[config.mk]
export PLATFORM = sky130hd
export DESIGN_NAME = univ_shift_reg_amisha
export DESIGN_NICKNAME = d
export VERILOG_FILES = /design/src/rtl/univ_shift_reg_amisha.sv
export SDC_FILE = /design/constraint.sdc
export NUM_CORES = 1
export LEC_CHECK = 0
export CORE_MARGIN = 2
export CORE_UTILIZATION = 45
export DETAILED_ROUTE_END_ITERATION = 7
export HOLD_SLACK_MARGIN = 0.15
export PLACE_DENSITY = 0.75
export SKIP_CTS_REPAIR_TIMING = 1
export SYNTH_ARGS = -nofsm -noshare
export SYNTH_HDL_FRONTEND = slang
export SYNTH_SLANG_ARGS = --single-unit
[constraint.sdc]
create_clock -name clk_amisha -period 1.8 [get_ports clk_amisha]
set_input_delay 0.45 -clock clk_amisha [delete_from_list [all_inputs] [get_ports clk_amisha]]
set_output_delay 0.45 -clock clk_amisha [all_outputs]
set_load 0.02 [all_outputs]
[src/rtl/univ_shift_reg_amisha.sv]
// Universal N-bit register/shift register with single-cycle ops and a
// self-timed burst mode that repeats a shift/rotate for a programmed count.
module univ_shift_reg_amisha #(
   parameter int unsigned WIDTH = 8,
   parameter int unsigned LEN_W = 4
) (
   input  logic             clk_amisha,
   input  logic             reset_amisha,
   input  logic             en_amisha,
   input  logic [2:0]       mode_amisha,
   input  logic [WIDTH-1:0] d_amisha,
   input  logic             sr_in_amisha,
   input  logic             sl_in_amisha,
   input  logic             start_amisha,
   input  logic [LEN_W-1:0] len_amisha,
   output logic [WIDTH-1:0] q_amisha,
   output logic             so_left_amisha,
   output logic             so_right_amisha,
   output logic             busy_amisha,
   output logic             done_amisha
);

   typedef enum logic [2:0] {
      OP_HOLD = 3'b000,
      OP_LOAD = 3'b001,
      OP_SHR  = 3'b010,
      OP_SHL  = 3'b011,
      OP_ROR  = 3'b100,
      OP_ROL  = 3'b101,
      OP_ASR  = 3'b110,
      OP_CLR  = 3'b111
   } op_t;

   typedef enum logic {
      IDLE  = 1'b0,
      BURST = 1'b1
   } state_t;

   state_t           state, state_next;
   op_t              op_reg, op_next;
   logic [LEN_W-1:0] cnt, cnt_next;
   logic [WIDTH-1:0] q_next;
   logic             done_next;

   function automatic logic [WIDTH-1:0] apply_op(
      input op_t              op,
      input logic [WIDTH-1:0] cur,
      input logic [WIDTH-1:0] din,
      input logic             sr,
      input logic             sl
   );
      logic [WIDTH-1:0] res;
      res = cur;
      case (op)
         OP_HOLD: res = cur;
         OP_LOAD: res = din;
         OP_SHR:  res = {sr, cur[WIDTH-1:1]};
         OP_SHL:  res = {cur[WIDTH-2:0], sl};
         OP_ROR:  res = {cur[0], cur[WIDTH-1:1]};
         OP_ROL:  res = {cur[WIDTH-2:0], cur[WIDTH-1]};
         OP_ASR:  res = {cur[WIDTH-1], cur[WIDTH-1:1]};
         OP_CLR:  res = '0;
         default: res = cur;
      endcase
      return res;
   endfunction

   always_comb begin
      state_next = state;
      op_next    = op_reg;
      cnt_next   = cnt;
      q_next     = q_amisha;
      done_next  = 1'b0;
      case (state)
         IDLE: begin
            if (start_amisha) begin
               op_next = op_t'(mode_amisha);
               // Only the shift/rotate ops are worth repeating; anything else completes at once.
               if ((mode_amisha inside {[3'b010:3'b110]}) && (len_amisha != '0)) begin
                  state_next = BURST;
                  cnt_next   = len_amisha;
               end else begin
                  done_next = 1'b1;
               end
            end else if (en_amisha) begin
               q_next = apply_op(op_t'(mode_amisha), q_amisha, d_amisha,
                                 sr_in_amisha, sl_in_amisha);
            end
         end
         BURST: begin
            q_next   = apply_op(op_reg, q_amisha, d_amisha, sr_in_amisha, sl_in_amisha);
            cnt_next = cnt - LEN_W'(1);
            if (cnt == LEN_W'(1)) begin
               state_next = IDLE;
               done_next  = 1'b1;
            end
         end
         default: state_next = IDLE;
      endcase
   end

   always_ff @(posedge clk_amisha) begin
      if (reset_amisha) begin
         state       <= IDLE;
         op_reg      <= OP_HOLD;
         cnt         <= '0;
         q_amisha    <= '0;
         done_amisha <= 1'b0;
      end else begin
         state       <= state_next;
         op_reg      <= op_next;
         cnt         <= cnt_next;
         q_amisha    <= q_next;
         done_amisha <= done_next;
      end
   end

   assign busy_amisha     = (state == BURST);
   assign so_left_amisha  = q_amisha[WIDTH-1];
   assign so_right_amisha = q_amisha[0];

endmodule

==> flow_metrics.tcl <==
set metrics [dict create \
    power.leakage_nw 0.845 \
    routed_wl_um 4030 \
    combPwrFrac 0.418 \
    grt_usage 0.240 \
    overflow 0 \
    dieArea_um2 3250 \
    htree_levels 1 \
    ys_seq_elements 17 \
    drive_gt1_frac 0.194 \
    clk_pin_slew_ps 100 \
    crit_slowest_cell "clkdlybuf4s50_1" \
    area_growth_pct 44.0 \
    grt_pass1_vias 1384 \
    max_slew.worst_pin.slew_ps 588 \
    clk_latency_ps 300 \
    hold_viol 0 \
    start_util 0.467 \
    worstPathCellList "clkdlybuf4s50_1" \
    post-dp-hpwl_um 2730 \
    syn_nets 178 \
    drv_cap 0 \
    critPathLaunchType "flip-flop" \
    ioPinCount 33 \
    layout_commonest_cell "buf_4" \
    crit_path_max_incr_delay_ps 620 \
    outcome "finished, final reports clean" \
    grt_pass1_wl_um 6210 \
    largest_reg_flops 8 \
    post-place-cells 227 \
    drt_iter0_drc 106 \
    yosys_warnings 0 \
    cts_tree "yes" \
    p_switching_mw 0.431 \
    wl_per_cell_um 17.4 \
    mostFrequentLayoutCells "buf_4, clkdlybuf4s50_1, nor2_1" \
    synth_cell_types 44 \
    clock_skew_ps 3.29 \
    die_height_um 57.0 \
    final_antenna_net_count 0 \
    place.port_buffers 32 \
    post-route-period-util 0.971 \
    multi_input_area_um2 856 \
    setup_violations 0 \
    fillCellCount 227 \
    post-route-util 0.672 \
    die_x_um 57.0 \
    cp_max_fo 2 \
    p_sw_frac 0.366 \
    criticalPathCategory "flip-flop to output port" \
    ys_seq_area_frac 0.269 \
    crit_buf_inv 1 \
    powerDensity_nw_per_um2 647 \
    syn_area_um2 1260 \
    cts_buffers 3 \
    p_seq_frac 0.399 \
    peakVddDrop_mv 0.523 \
    cts_root_buffer "clkbuf_4" \
    grt_start_max_net_pins 30 \
    setup_ws_ps 52.4 \
    max_freq_mhz 572 \
    final.min_clock_period_ps 1750 \
    instances_no_fill 232 \
    arrival_ps 1300 \
    antenna_found_initial 0 \
    seqCellArea_um2 340 \
    viasPerCell 6.32 \
    finalMaxSlewViolations 0 \
    drc_errors 0 \
    syn_area_per_cell_um2 8.16 \
    required_ps 1350 \
    via_count 1466 \
    max_slew_margin 0.606 \
    synthCells 155 \
    cts_sinks 17 \
    fin_nets 225 \
    clock_path_buffers 2 \
    p_int_mw 0.747 \
    rows 19 \
    drtPass1Iterations 4 \
    place_congestion 0.826 \
    core_area_um2 2710 \
    crit_family "buffers and inverters" \
    pwr-share-clk 0.184 \
    worstSetupEndpointType "output port" \
    post-place-ws_ps -455 \
    antennaDiodeCount 0 \
    holdCritPathClass "flip-flop to flip-flop" \
]
-- path summary, 6_finish.rpt --
| path | from | to | slack, ps | cells past startpoint |
|---|---|---|---|---|
| setup / recovery | q_amisha[3] | q_amisha[3] | 50 | 1 |
| hold / removal | q_amisha[4] | q_amisha[4] | 560 | 2 |
| setup reg to reg | op_reg[1] | q_amisha[7] | 120 | 4 |
| hold reg to reg | q_amisha[4] | q_amisha[4] | 560 | 2 |
-- final cells by class --
cell class                 instances  area share
timing repair buffer              55       0.293
clock inverter                     1     0.00275
multi-input combinational        118       0.470
inverter                           7      0.0144
tap                               31      0.0213
sequential                        17       0.187
clock buffer                       3      0.0124
-- per-stage QoR --
| stage | instance area (um^2) | TNS, ps | total power, mW | hold slack [ps] |
|---|---|---|---|---|
| 2_1_floorplan | 1260 | 0 | 0.750 | 493 |
| 3_3_place_gp | 1720 | -4670 | 0.931 | 525 |
| 3_5_place_dp | 1720 | -5430 | 0.946 | 547 |
| 4_1_cts | 1750 | -1540 | 1.16 | 563 |
| 5_1_grt | 1820 | -7.14 | 1.24 | 614 |
| 6_report | 1820 | 0 | 1.18 | 562 |
-- synth_stat cells --
cell | count | area, um^2
xor2_1 | 1 | 8.76
buf_2 | 2 | 10.0
inv_1 | 6 | 22.5
o211ai_1 | 2 | 15.0
or3_1 | 8 | 50.1
a2111oi_0 | 1 | 8.76
or2_2 | 1 | 6.26
o21ai_0 | 9 | 45.0
nand3_1 | 3 | 15.0
a32o_2 | 1 | 11.3
nor2b_1 | 1 | 6.26
a22o_1 | 8 | 70.1
o211a_1 | 1 | 10.0
nand2_1 | 3 | 11.3
clkinv_1 | 1 | 3.75
ha_1 | 2 | 25.0
nor3_1 | 2 | 10.0
mux2i_1 | 3 | 30.0
a211oi_1 | 5 | 37.5
xnor2_1 | 2 | 17.5
o21bai_1 | 1 | 7.51
a311oi_2 | 2 | 30.0
or3b_1 | 1 | 8.76
buf_6 | 2 | 22.5
dfxtp_1 | 17 | 340
nand4_1 | 1 | 6.26
clkbuf_1 | 6 | 22.5
a221o_1 | 1 | 10.0
nand2b_1 | 1 | 6.26
nor2_1 | 21 | 78.8
a2111oi_2 | 1 | 15.0
a21boi_2 | 1 | 11.3
or4_1 | 1 | 7.51
nand3b_1 | 3 | 22.5
a22oi_1 | 1 | 7.51
a21oi_1 | 3 | 15.0
o21ba_2 | 1 | 10.0
and3_1 | 7 | 43.8
nor2_2 | 1 | 6.26
o311ai_0 | 1 | 8.76
a32oi_1 | 1 | 8.76
a221oi_1 | 9 | 78.8
a311oi_1 | 6 | 52.6
buf_4 | 4 | 30.0
-- power groups by stage --
stage	Combinational, mW	Sequential [mW]	Clock (mW)
floorplan	0.263	0.487	0
global placement	0.457	0.475	0
detailed placement	0.470	0.476	0
CTS	0.472	0.468	0.219
global route	0.532	0.477	0.235
finish	0.492	0.470	0.216
-- layer usage --
metal  GRT usage  vias to the layer above  share of wire
li1            -                      700              -
met1       0.302                      694           0.42
met2       0.415                       66           0.50
met3      0.0317                        6          0.063
met4      0.0930                        0          0.013
met5           0                        -              0
-- cell families (layout without fill, tap and decap cells) --
logic type / after synthesis / in the layout / share of synthesized area
AO/OA/AOI/OAI: 55 / 56 / 0.358
AND/OR/NAND/NOR: 54 / 54 / 0.221
buffers and inverters: 21 / 66 / 0.0880
flip-flops: 17 / 17 / 0.269
XOR/XNOR: 3 / 3 / 0.0208
multiplexers: 3 / 3 / 0.0237
adder cells (fa/ha/maj): 2 / 2 / 0.0198
No activity file was read; power rests on OpenSTA's default activity.
